`config.mk`:
```
export PLATFORM = sky130hd
export DESIGN_NAME = demo_sequencer
export DESIGN_NICKNAME = d
export VERILOG_FILES = /design/src/rtl/demo_sequencer.sv
export SDC_FILE = /design/constraint.sdc
export NUM_CORES = 1
export LEC_CHECK = 0
export ABC_AREA = 1
export BUFFER_PORTS_ARGS = -buffer_cell sky130_fd_sc_hd__clkbuf_2
export CORE_MARGIN = 1.5
export CORE_UTILIZATION = 40
export DETAILED_ROUTE_END_ITERATION = 7
export PLACE_DENSITY = 0.63
export SYNTH_ARGS = -nofsm -noshare
export SYNTH_HDL_FRONTEND = slang
export SYNTH_SLANG_ARGS = --single-unit
```
`constraint.sdc`:
```
create_clock -name clk -period 6.7 [get_ports clk]
set_input_delay 1.34 -clock clk [delete_from_list [all_inputs] [get_ports clk]]
set_output_delay 1.34 -clock clk [all_outputs]
set_load 0.03 [all_outputs]
```
`src/rtl/demo_sequencer.sv`:
```
// demo_sequencer: frame-synchronous scheduler for the vga_control command byte.
// Plays back a programmable script (one command per step, each held for a number
// of frames) and lets a user command pre-empt the script for OVERRIDE_FRAMES frames.
//
// Ports:
//   clk         pixel clock
//   rst         synchronous active-high reset
//   vsync       VGA vsync level; its rising edge is the frame tick
//   enable      1 = play the script, 0 = idle
//   prog_we     script write strobe
//   prog_addr   script entry index
//   prog_data   script entry: [15:8] command byte, [7:0] hold frames
//   user_cmd    override command byte
//   user_valid  override request
//   user_ready  override can be accepted this cycle
//   vga_control registered command byte to the pixel colour block
//   step_idx    registered current script step
//   overriding  registered, high while in OVERRIDE
module demo_sequencer #(
   parameter int unsigned NUM_STEPS       = 8,
   parameter int unsigned OVERRIDE_FRAMES = 60,
   localparam int unsigned SW             = $clog2(NUM_STEPS)
) (
   input  logic          clk,
   input  logic          rst,
   input  logic          vsync,
   input  logic          enable,
   input  logic          prog_we,
   input  logic [SW-1:0] prog_addr,
   input  logic [15:0]   prog_data,
   input  logic [7:0]    user_cmd,
   input  logic          user_valid,
   output logic          user_ready,
   output logic [7:0]    vga_control,
   output logic [SW-1:0] step_idx,
   output logic          overriding
);

   typedef enum logic [1:0] {StIdle, StRun, StStall, StOverride} state_e;

   state_e        state_q, state_d;
   state_e        ret_state_q, ret_state_d;
   logic          vsync_q, vsync_d;
   logic [7:0]    vga_q, vga_d;
   logic [SW-1:0] step_q, step_d;
   logic [7:0]    frame_cnt_q, frame_cnt_d;
   logic [7:0]    ovr_cnt_q, ovr_cnt_d;
   logic          tick_seen_q, tick_seen_d;
   logic          overriding_q, overriding_d;
   logic [15:0]   ram_q [NUM_STEPS];
   logic [15:0]   ram_d [NUM_STEPS];

   logic          tick;
   logic          accept;
   logic          do_load;
   logic [SW-1:0] load_k;
   logic          ld_ok;
   logic [SW-1:0] ld_idx;
   logic [7:0]    ld_cmd;
   logic [7:0]    ld_hold;

   assign tick       = vsync & ~vsync_q;
   // Rate limit: a re-accept in OVERRIDE needs a tick since the last accept.
   assign user_ready = (state_q != StOverride) | tick_seen_q;
   assign accept     = user_valid & user_ready;

   // Which entry a load in the current state would target.
   always_comb begin
      load_k = '0;
      unique case (state_q)
         StRun:      load_k = step_q + SW'(1);
         StOverride: load_k = step_q;
         default:    load_k = '0;
      endcase
   end

   // Entry load: fall back to step 0 on an empty entry; fail if step 0 is empty too.
   always_comb begin
      ld_ok   = 1'b0;
      ld_idx  = '0;
      ld_cmd  = ram_q[0][15:8];
      ld_hold = ram_q[0][7:0];
      if (ram_q[load_k][7:0] != 8'd0) begin
         ld_ok   = 1'b1;
         ld_idx  = load_k;
         ld_cmd  = ram_q[load_k][15:8];
         ld_hold = ram_q[load_k][7:0];
      end else if (ram_q[0][7:0] != 8'd0) begin
         ld_ok = 1'b1;
      end
   end

   always_comb begin
      for (int i = 0; i < int'(NUM_STEPS); i++) begin
         ram_d[i] = ram_q[i];
      end
      if (prog_we) begin
         ram_d[prog_addr] = prog_data;
      end
   end

   always_comb begin
      state_d     = state_q;
      ret_state_d = ret_state_q;
      vsync_d     = vsync;
      vga_d       = vga_q;
      step_d      = step_q;
      frame_cnt_d = frame_cnt_q;
      ovr_cnt_d   = ovr_cnt_q;
      tick_seen_d = tick_seen_q;
      do_load     = 1'b0;

      if (accept) begin
         // A coincident tick is consumed here and does not count toward ovr_cnt.
         vga_d       = user_cmd;
         ovr_cnt_d   = 8'(OVERRIDE_FRAMES);
         tick_seen_d = 1'b0;
         state_d     = StOverride;
         if (state_q != StOverride) begin
            ret_state_d = state_q;
         end
      end else begin
         unique case (state_q)
            StIdle: begin
               if (enable) do_load = 1'b1;
            end
            StRun: begin
               if (!enable) begin
                  state_d = StIdle;
               end else if (tick) begin
                  if (frame_cnt_q > 8'd1) frame_cnt_d = frame_cnt_q - 8'd1;
                  else                    do_load     = 1'b1;
               end
            end
            StStall: begin
               if (!enable)   state_d = StIdle;
               else if (tick) do_load = 1'b1;
            end
            StOverride: begin
               if (tick) begin
                  tick_seen_d = 1'b1;
                  if (ovr_cnt_q > 8'd1) begin
                     ovr_cnt_d = ovr_cnt_q - 8'd1;
                  end else if (ret_state_q == StIdle || !enable) begin
                     // User command stays on vga_control.
                     state_d = StIdle;
                  end else begin
                     do_load = 1'b1;
                  end
               end
            end
            default: state_d = StIdle;
         endcase
      end

      if (do_load) begin
         if (ld_ok) begin
            vga_d       = ld_cmd;
            step_d      = ld_idx;
            frame_cnt_d = ld_hold;
            state_d     = StRun;
         end else begin
            step_d  = '0;
            state_d = StStall;
         end
      end

      overriding_d = (state_d == StOverride);
   end

   always_ff @(posedge clk) begin
      if (rst) begin
         state_q      <= StIdle;
         ret_state_q  <= StIdle;
         vsync_q      <= 1'b0;
         vga_q        <= 8'h3F;
         step_q       <= '0;
         frame_cnt_q  <= 8'd0;
         ovr_cnt_q    <= 8'd0;
         tick_seen_q  <= 1'b0;
         overriding_q <= 1'b0;
         for (int i = 0; i < int'(NUM_STEPS); i++) begin
            ram_q[i] <= 16'h3F00;
         end
      end else begin
         state_q      <= state_d;
         ret_state_q  <= ret_state_d;
         vsync_q      <= vsync_d;
         vga_q        <= vga_d;
         step_q       <= step_d;
         frame_cnt_q  <= frame_cnt_d;
         ovr_cnt_q    <= ovr_cnt_d;
         tick_seen_q  <= tick_seen_d;
         overriding_q <= overriding_d;
         for (int i = 0; i < int'(NUM_STEPS); i++) begin
            ram_q[i] <= ram_d[i];
         end
      end
   end

   assign vga_control = vga_q;
   assign step_idx    = step_q;
   assign overriding  = overriding_q;

endmodule

```
## Yosys cells after proc, flatten, opt, wreduce, memory -nomap -nowiden

Memories as Yosys holds them, arrays and structs flattened.
Index checks and enable logic that the tools add are counted.

| cells by class | value |
|---|---|
| add/subtract/negate cells | 3 |
| multipliers | 0 |
| div/mod/pow operators | 0 |
| $lt $le $gt $ge | 4 |
| equality and inequality tests | 5 |
| shift-type cells | 0 |
| mux-type cells | 55 |
| bitwise operators | 13 |
| reduce and logical (&&, ||, !) cells | 16 |

Operators with widths:

| operator | count |
|---|---|
| 16-bit 2-to-1 mux | 9 |
| 128-bit bitwise mux | 1 |
| 128-bit 2-to-1 mux | 1 |
| 8-bit 2-to-1 mux | 12 |
| 16-bit demux with 3-bit select | 1 |
| 6-bit 2-to-1 mux | 4 |
| 8-bit by 1-bit greater-than comparator with 1-bit output (second input constant) | 2 |
| 8-bit nonzero test | 2 |
| 8-bit by 1-bit subtractor with 8-bit output (second input constant) | 2 |
| 1-bit 2-to-1 mux | 15 |
| 2-bit 2-to-1 mux | 7 |
| 1-bit OR | 9 |
| 2-bit equality test (second input constant) | 3 |
| 3-bit 2-to-1 mux | 2 |
| 3-bit case mux with 2 select lines | 1 |
| 3-bit AND reduction | 2 |
| 2-bit nonzero test | 3 |
| 4-bit >= comparator (second input constant) | 1 |
| 2-bit logical NOT | 2 |
| 4-bit by 1-bit < comparator with 1-bit output (second input constant) | 1 |
| 3-bit inverter with 4-bit output | 1 |
| 1-bit case mux with 4 select lines | 1 |
| 2-bit case mux with 2 select lines | 1 |
| 2-bit AND reduction | 2 |
| 9 further kinds | 11 |

| storage, ports and cells | value |
|---|---|
| flip-flop bits (word level) | 34 |
| bits in latches | 0 |
| RAM bits | 128 |
| bits in read-only memories | 0 |
| input port bits | 33 |
| output and inout bits | 13 |
| logic and storage cells | 107 |
| memories | 1 |

Memories:

| name | depth | bits a word | rd ports | clocked after memory_dff | write ports | line | text |
|---|---|---|---|---|---|---|---|
| ram_q | 8 | 16 | 9 | 0 | 8 | 50 | `logic [15:0] ram_q [NUM_STEPS];` |

## Longest topological paths before layout

Gate-level depths: netlist of run 1.

| depth | value |
|---|---|
| word-level depth | 9 |
| gate-level depth with buffers | 18 |
| depth with buffers taken out | 16 |

## Worst setup path before layout of run 1

Ideal clock, no wire load.

| timing | value |
|---|---|
| kind | input to register |
| from | input port vsync |
| to | register frame_cnt_q[0] |
| library setup time | 0.068 ns |
| data arrival time | 2.620 ns |
| required time | 6.632 ns |
| path slack | 4.012 ns |
| stages | 13 |
| buffers on the path | 1 |
| cells stage by stage | inv_1 nor2_1 inv_1 nor2_1 inv_1 nand2_1 nand3_1 a21oi_2 nand2_1 nand2_2 buf_6 nand2_1 a21oi_2 |

| on the way | value |
|---|---|
| word-level cells in the longest chain between the ends | 7 |
| elaborated cells on any way between the ends | 14 |
| classes of those cells | mux: 13; bitwise: 1 |

Ends and longest elaborated chain:

| item | line | text |
|---|---|---|
| from (decl) | 26 | `input logic vsync,` |
| 1-bit bitwise AND * | 62 | `assign tick = vsync & ~vsync_q;` |
| 8-bit 2-to-1 mux | 130 | `end else if (tick) begin` |
| 8-bit 2-to-1 mux | 128 | `if (!enable) begin` |
| 8-bit 2-to-1 mux | 123 | `unique case (state_q)` |
| 8-bit 2-to-1 mux | 113 | `if (accept) begin` |
| 8-bit 2-to-1 mux | 157 | `if (ld_ok) begin` |
| 8-bit 2-to-1 mux * | 156 | `if (do_load) begin` |
| to (signal assigned) | 191 | `frame_cnt_q <= frame_cnt_d;` |
| to (decl) | 46 | `logic [7:0] frame_cnt_q, frame_cnt_d;` |

Every way passes the cells marked *; elsewhere a longest branch is shown, timed or not.
A chain may end at the register's enable or synchronous reset.

## Worst setup path in the final report of run 1

| timing | value |
|---|---|
| from | register state_q[0] |
| to | register frame_cnt_q[1] |

| on the way | value |
|---|---|
| word-level cells in the longest chain between the ends | 7 |
| elaborated cells on any way between the ends | 18 |
| classes of those cells | eq/ne: 4; mux: 9; bitwise: 2; reduce/logical: 2; memory: 1 |

Ends and longest elaborated chain:

| item | line | text |
|---|---|---|
| from (decl) | 41 | `state_e state_q, state_d;` |
| from (signal assigned) | 173 | `state_q <= StIdle;` |
| from (signal assigned) | 186 | `state_q <= state_d;` |
| 2-bit equality test or 2-bit by 1-bit equality test with 1-bit output (tied branches) | 70, 123 |  |
| 3-bit case mux with 2 select lines | 70 | `unique case (state_q)` |
| memory 8 x 16 bit | n/a |  |
| 8-bit nonzero test | 83 | `if (ram_q[load_k][7:0] != 8'd0) begin` |
| 8-bit 2-to-1 mux or 1-bit 2-to-1 mux (tied branches) | 83 |  |
| 8-bit 2-to-1 mux | 157 |  |
| 8-bit 2-to-1 mux * | 156 |  |

Marked as above.

==> results_dict.tcl, run 1 <==
set metrics [dict create \
    synth_nets 1186 \
    reg2reg_to "frame_cnt_q[1]" \
    holdPathStages 2 \
    ios 46 \
    cts_setup_buffers 0 \
    leakage_nw 3.909 \
    instances_no_fill 1425 \
    drt_iter0_drc 555 \
    grt_busiest_layer "met2" \
    fmax_mhz 282.6 \
    crit_path_max_fanout 38 \
    antenna_found_initial 0 \
    critPathKind "flop to flop" \
    avgSynthCellArea_um2 6.964 \
    hold_ws_ps 444.1 \
    hold_violations 0 \
    grt_pass1_vias 6350 \
    slew_headroom_pct 25.96 \
    numCtsBuffers 17 \
    end_kind "flop" \
    dr.pass1.iters 5 \
    worst-endpoint-required_ps 7020 \
    clock_latency_ps 440 \
    final_antenna_net_count 0 \
    synth_top_cells_by_area "dfxtp_1, nand2_1, o21ai_0" \
    post-route-period-util_pct 52.81 \
    whs_endpoint "ram_q[1][15]" \
    synth_commonest_cells "nand2_1, dfxtp_1, inv_1" \
    insertedDiodeCount 0 \
    hold_buffers 0 \
    peakVddDrop_uv 192.4 \
    tightest_slew_ps 1111 \
    port_buffers 45 \
    synth_top_area_share_pct 40.71 \
    drive_above_1_share_pct 10.69 \
    maxCapViolCount 0 \
    place.gp.congestion 0.7963 \
    clockBufferDepth 2 \
    grt_usage_pct 20.71 \
    cts_sinks 162 \
    cts_root_buffer "clkbuf_16" \
    synth-edff-count 0 \
    dp.cells 1393 \
    die_area_um2 20770 \
    report.final.setup_viol 0 \
    start_kind "flop" \
    cts-htree-levels 4 \
    yosysTopAreaCell "dfxtp_1" \
    final_max_slew_viol_count 0 \
    hold_path_class "flop to flop" \
    fp.coreArea_um2 19530 \
    cts_tree "done" \
    die_x_um 144.1 \
    synth-seq-area-share_pct 40.71 \
    die_h_um 144.1 \
    async_flop_share_pct 0 \
    grt_max_degree 83 \
    cp_data_arrival_time_ps 3860 \
    clk_pin_slew_ps 70 \
    initial_core_util_pct 40.80 \
    fillCellCount 2088 \
    ys_seq_elements 162 \
    power_density_nw_per_um2 331.0 \
    grt_pass1_wl_mm 33.24 \
    rsz0062_at_grt "no" \
    dp_hpwl_mm 13.03 \
    met3_usage_pct 2.914 \
    yosys_warnings 0 \
    hp-start "ram_q[1][15]" \
    nNetsFinal 1189 \
    viasPerCell 5.048 \
    num_rows 51 \
    ys_types 41 \
    cts_resized 0 \
    dr_total_vias 7194 \
    reg2reg_from "state_q[0]" \
    rrSetupSlack_ps 3160 \
    yosysMostFrequentCell "nand2_1" \
    min_period_ps 3539 \
    ys.flop_type "dfxtp_1" \
    synth_cells 1144 \
    gr-usage-met2_pct 32.49 \
    tns_ps 0 \
    drt_wl_total_mm 20.93 \
    area_growth_pct 10.26 \
    r2r_cells 15 \
    p_total_w 0.002907 \
    clock_skew_ps 13.10 \
    grt_use_met1_pct 29.26 \
    status "finished, final reports clean" \
    grt_overflow 0 \
    wl_per_cell_um 14.68 \
    syn-cell-area_um2 7966 \
    drcViolationCount 0 \
]
## critical path, cell delays in order, from the launching register on
cell	delay, ps
dfxtp_1	390
ha_1	430
nand2_1	100
nand2_1	80
buf_4	440
inv_2	410
nand3_1	210
nand3_1	100
nand2_1	120
nand2_1	100
nor2_4	220
nand2_4	200
nand2_2	130
nand2_2	170
o21ai_0	230
nor2_1	60
## how the worst max path moves through the flow
stage | startpoint | end | slack [ps]
6_report | state_q[0] | frame_cnt_q[1] | 3160
5_1_grt | state_q[0] | frame_cnt_q[3] | 2890
3_3_place_gp | rst | ram_q[6][2] | 2870
4_1_cts | state_q[0] | frame_cnt_q[1] | 3190
2_1_floorplan | vsync | frame_cnt_q[0] | 4010
3_5_place_dp | rst | ram_q[2][3] | 2830
## report_power, final
part | switching [W] | internal (W) | leakage (nW)
sequential | 0.0000447 | 0.00104 | 1.32
combinational | 0.000600 | 0.000256 | 2.30
clock | 0.000442 | 0.000525 | 0.283
total | 0.00109 | 0.00182 | 3.91
## layout make-up
cell class	instances	area (µm²)	area share [%]
multi-input cells	757	3757	42.78
clock buffers	18	429.2	4.886
well taps	265	331.6	3.775
inverters	156	586.8	6.681
clock inverters	14	150.1	1.709
repair buffers	53	285.3	3.248
flip-flops and latches	162	3243	36.92
## layout by cell type, fill, tap and decap left out, types with 17 or more instances in the layout
cell / n
nand3_1: 90
nor2_1: 75
nand2_1: 233
o211ai_1: 43
clkbuf_16: 17
inv_1: 146
a21oi_1: 116
o21ai_0: 121
dfxtp_1: 162
clkbuf_2: 45
## cell families (layout without fill, tap and decap cells)
group	Yosys count	in the layout	share of synthesized area (%)
AOI/OAI and AO/OA	306	306	21.19
xor gates and xnor gates	7	7	0.7696
adders and majority gates	9	9	1.414
buffers and inverters	225	241	12.13
DFF	162	162	40.71
muxes	1	1	0.1257
and+or+nand+nor	434	434	23.67
## registers in the layout, indices dropped and copies added, names as in the netlist
signal       flops
tick_seen_q      1
ret_state_q      2
frame_cnt_q      8
step_idx         3
overriding       1
ram_q          128
ovr_cnt_q        8
vga_control      8
state_q          2
vsync_q          1
## layer usage
metal | vias to the layer above | part of all wire [%] | routed length (µm)
met2 | 147 | 44 | 9198
li1 | 3726 | - | -
met4 | 0 | 1.2 | 255
met5 | - | 0 | 0
met3 | 20 | 3.8 | 791
met1 | 3301 | 51 | 10680
## per-stage QoR
step | instance area [µm²] | setup WS [ps] | util (%)
2_1_floorplan | 7966 | 4012 | -
3_3_place_gp | 8204 | 2874 | 42.02
3_5_place_dp | 8204 | 2825 | 42.02
4_1_cts | 8783 | 3188 | 44.98
5_1_grt | 8783 | 2885 | 44.98
6_report | 8783 | 3161 | 44.98
(Power assumes the default switching activity.)
==> inputs of run 2 (changes only) <==
clock period = 3.56 ns   (was 6.7 ns; I/O delays follow)
==> results_dict.tcl, run 2 (synthesis results as in run 1) <==
set metrics [dict create \
    fp.coreArea_um2 19530 \
    p_comb_share_pct 29.1 \
    setup_slack_ps 500.6 \
    place.gp.congestion 0.8576 \
    grt_overflow 0 \
    grt_pass1_wl_mm 34.41 \
    p_sw_w 0.001999 \
    clk_pin_slew_ps 70 \
    insertedDiodeCount 0 \
    cts_tree "done" \
    port_buffers 45 \
    hold_violations 0 \
    p_total_w 0.005600 \
    fmax_mhz 326.9 \
    crit_path_cell_trace "ha_1 > nand2_4 > nand2_4 > nand2_1 > nand3_1 > nand3_1 > nand2_1 > nand2_1 > nor2_4 > nand2_4 > nand2_2 > nand2_2 > o21ai_0 > nor2_1" \
    dr.pass1.iters 5 \
    largest_reg_flops 128 \
    crit_path_max_fanout 48 \
    status "finished, final reports clean" \
    viasPerCell 5.059 \
    maxCapViolCount 0 \
    tns_ps 0 \
    clock_latency_ps 430 \
    cts_resized 0 \
    drt_iter0_drc 543 \
    clock_skew_ps 9.944 \
    final_antenna_net_count 0 \
    swShare_pct 35.70 \
    drt_wl_total_mm 21.02 \
    critPathKind "flop to flop" \
    dr_total_vias 7255 \
    pre_cts_ws_ps 539.8 \
    fillCellCount 2038 \
    post-route-period-util_pct 85.94 \
    cts_root_buffer "clkbuf_16" \
    grt_pass1_vias 6626 \
    power_density_nw_per_um2 628.6 \
    cts_sinks 162 \
    leakage_nw 3.965 \
    numCtsBuffers 17 \
    grt_max_degree 49 \
    end_kind "flop" \
    start_kind "flop" \
    min_period_ps 3059 \
    largest_register "ram_q" \
    rsz0062_at_grt "no" \
    final_cell_mix "nand2_1, dfxtp_1, inv_1" \
    clkPwrFrac_pct 34.5 \
    nNetsFinal 1198 \
    antenna_found_initial 0 \
    tightest_slew_ps 889.6 \
    critPathSlowestCell "nand2_4" \
    hold_buffers 0 \
    drcViolationCount 0 \
    slew_headroom_pct 40.63 \
    die_h_um 144.1 \
    final_max_slew_viol_count 0 \
    dp_hpwl_mm 13.64 \
    drive_above_1_share_pct 11.29 \
    wl_per_cell_um 14.66 \
    final_common_cell "nand2_1" \
    die_x_um 144.1 \
    num_rows 51 \
    ios 46 \
    intPower_w 0.003601 \
    cp_data_arrival_time_ps 3380 \
    grt_usage_pct 21.24 \
    peakVddDrop_uv 331.5 \
    report.final.setup_viol 0 \
    worst-endpoint-required_ps 3880 \
    area_growth_pct 11.83 \
    clockBufferDepth 2 \
    initial_core_util_pct 40.80 \
    cts-htree-levels 4 \
    die_area_um2 20770 \
    cts_setup_buffers 0 \
    hold_path_class "flop to flop" \
    seq_power_share_pct 36.4 \
    cpPeakStageDelay_ps 490 \
]
run 2: final timing paths:
path                     start             end  slack, ps  depth (start not counted)
setup reg to reg    state_q[0]  frame_cnt_q[3]        500                         14
setup / recovery    state_q[0]  frame_cnt_q[3]        500                         14
hold reg to reg   ram_q[1][15]    ram_q[1][15]        440                          2
hold / removal    ram_q[1][15]    ram_q[1][15]        440                          2
run 2: cell type report:
class,count,area [µm²],area share [%]
Timing Repair Buffer,62,377.9,4.242
Inverter,156,586.8,6.587
Clock inverter,11,151.4,1.699
Sequential cell,162,3243,36.40
Multi-Input combinational cell,757,3757,42.18
Clock buffer,21,460.4,5.169
Tap cell,265,331.6,3.722
run 2: metal layers:
layer | up-vias | routed length [µm] | part of all wire (%) | track usage (%)
met4 | 0 | 316 | 1.5 | 6.337
met3 | 24 | 983 | 4.7 | 3.874
met2 | 154 | 9380 | 45 | 33.37
met1 | 3334 | 10340 | 49 | 29.53
met5 | - | 0 | 0 | 0
li1 | 3743 | - | - | -
run 2: power groups by stage:
stage	logic (W)	clock network, W	registers, W
final	0.00163	0.00193	0.00204
after global routing	0.00183	0.00204	0.00205
after CTS	0.00163	0.00195	0.00204
after detailed placement	0.00161	0	0.00208
after global placement	0.00161	0	0.00207
after floorplan	0.00125	0	0.00214
run 2: per-stage QoR:
step | hold WS, ps | util (%) | cells | cell area [µm²]
after floorplan | 420.5 | - | 1144 | 7966
after global placement | 430.8 | 42.49 | 1402 | 8297
after detailed placement | 433.6 | 42.49 | 1402 | 8297
after CTS | 443.3 | 45.62 | 1434 | 8909
after global routing | 459.4 | 45.62 | 1434 | 8909
final | 441.6 | 45.62 | 1434 | 8909
run 2: critical path, delay by kind of cell, from the launching register on:
kind | cells | cell delay, ps
compound gates | 1 | 210
flops | 1 | 380
simple gates | 12 | 1920
fa+ha+maj | 1 | 400
==> inputs of run 3 (changes only) <==
PLACE_DENSITY = not set   (was 0.63)
PLACE_DENSITY_LB_ADDON = 0.15   (was not set)
==> results_dict.tcl, run 3 (synthesis results as in run 1) <==
set metrics [dict create \
    critPathSlowestCell "nand2_1" \
    p_total_w 0.005501 \
    drive_above_1_share_pct 11.59 \
    clock_skew_ps 10.53 \
    peakVddDrop_uv 373.2 \
    drt_iter0_drc 412 \
    dr.pass1.iters 5 \
    clk_pin_slew_ps 60 \
    hold_violations 0 \
    clockBufferDepth 2 \
    placed_cell_area_um2 8314 \
    grt_pass1_wl_mm 35.20 \
    drcViolationCount 0 \
    fmax_mhz 326.2 \
    critPathKind "flop to flop" \
    leakage_nw 3.978 \
    power_density_nw_per_um2 618.7 \
    hold_path_class "flop to flop" \
    maxCapViolCount 0 \
    min_period_ps 3066 \
    largest_reg_flops 128 \
    nNetsFinal 1202 \
    grt_usage_pct 21.78 \
    instances_no_fill 1438 \
    cts_root_buffer "clkbuf_16" \
    area_growth_pct 11.62 \
    final_antenna_net_count 0 \
    tightest_slew_ps 874.2 \
    ios 46 \
    die_area_um2 20770 \
    initial_core_util_pct 40.80 \
    die_x_um 144.1 \
    cts_setup_buffers 0 \
    drt_wl_total_mm 21.32 \
    cts_sinks 162 \
    insertedDiodeCount 0 \
    tns_ps 0 \
    largest_register "ram_q" \
    num_rows 51 \
    final_max_slew_viol_count 0 \
    pre_cts_ws_ps 514.9 \
    report.final.setup_viol 0 \
    clock_latency_ps 430 \
    cp_num_buf_inv 3 \
    dp.cells 1406 \
    crit_path_max_fanout 22 \
    place.gp.congestion 0.8041 \
    status "finished, final reports clean" \
    cpPeakStageDelay_ps 510 \
    design_area_um2 8892 \
    grt_max_degree 96 \
    grt_overflow 0 \
    cts_resized 0 \
    setup_slack_ps 494.1 \
    rsz0062_at_grt "no" \
    dp_hpwl_mm 14.01 \
    post-route-period-util_pct 86.12 \
    port_buffers 45 \
    die_h_um 144.1 \
    crit_path_cell_trace "inv_1 > ha_1 > inv_2 > nand2_1 > nand2_1 > buf_4 > nand2_1 > nand3_1 > nand3_1 > nand2_2 > nand2_2 > nor2_4 > nand2_4 > nand2_2 > nand2_2 > o21ai_0 > nor2_1" \
    wl_per_cell_um 14.83 \
    final_cell_mix "nand2_1, dfxtp_1, inv_1" \
    rrSetupSlack_ps 490 \
    cp_common_cell "nand2_2" \
    viasPerCell 4.994 \
    hold_buffers 0 \
    cts-htree-levels 4 \
    dr_total_vias 7182 \
    fp.coreArea_um2 19530 \
    worst-endpoint-required_ps 3870 \
    grt_pass1_vias 6676 \
    slew_headroom_pct 41.66 \
    cts_tree "done" \
    start_kind "flop" \
    cp_data_arrival_time_ps 3380 \
    final_common_cell "nand2_1" \
    critical_path.top_delay_family "simple AND/OR/NAND/NOR gates" \
    antenna_found_initial 0 \
    end_kind "flop" \
    numCtsBuffers 17 \
]
## run 3: area by class of cell
type                            instances  area [µm²]
Clock buffer                           20       446.7
Clock inverter                         12       131.4
Fill cell                            2054       10630
Inverter                              156       586.8
Multi-Input combinational cell        757        3757
Sequential cell                       162        3243
Tap cell                              265       331.6
Timing Repair Buffer                   66       395.4
## run 3: worst reg2reg max path, stage by stage (launching register included)
cell	delay, ps
dfxtp_1	370
inv_1	90
ha_1	280
inv_2	100
nand2_1	70
nand2_1	510
buf_4	240
nand2_1	50
nand3_1	60
nand3_1	80
nand2_2	120
nand2_2	60
nor2_4	170
nand2_4	210
nand2_2	130
nand2_2	170
o21ai_0	210
nor2_1	50
## run 3: per-stage QoR
stage	utilization [%]	hold slack [ps]
6_report	45.54	443.8
5_1_grt	45.54	470.6
4_1_cts	45.54	445.2
3_5_place_dp	42.58	436.2
3_3_place_gp	42.58	430.1
2_1_floorplan	-	420.5
## run 3: worst paths after layout
| kind | startpoint | to | cells after the start |
|---|---|---|---|
| max | state_q[1] | frame_cnt_q[1] | 17 |
| max reg2reg | state_q[1] | frame_cnt_q[1] | 17 |
| min | ram_q[1][15] | ram_q[1][15] | 2 |
| min reg2reg | ram_q[1][15] | ram_q[1][15] | 2 |
## run 3: power breakdown
part / total [W] / internal [W] / switching (W)
logic: 0.00164 / 0.000507 / 0.00113
registers: 0.00204 / 0.00196 / 0.0000841
clock network: 0.00182 / 0.00105 / 0.000767
## run 3: metal layers
metal / track usage [%] / up-vias / share of wire, %
met4: 5.639 / 0 / 1.1
met3: 3.742 / 13 / 3.8
met1: 31.30 / 3271 / 51
met5: 0 / - / 0
met2: 33.57 / 148 / 44
li1: - / 3750 / -
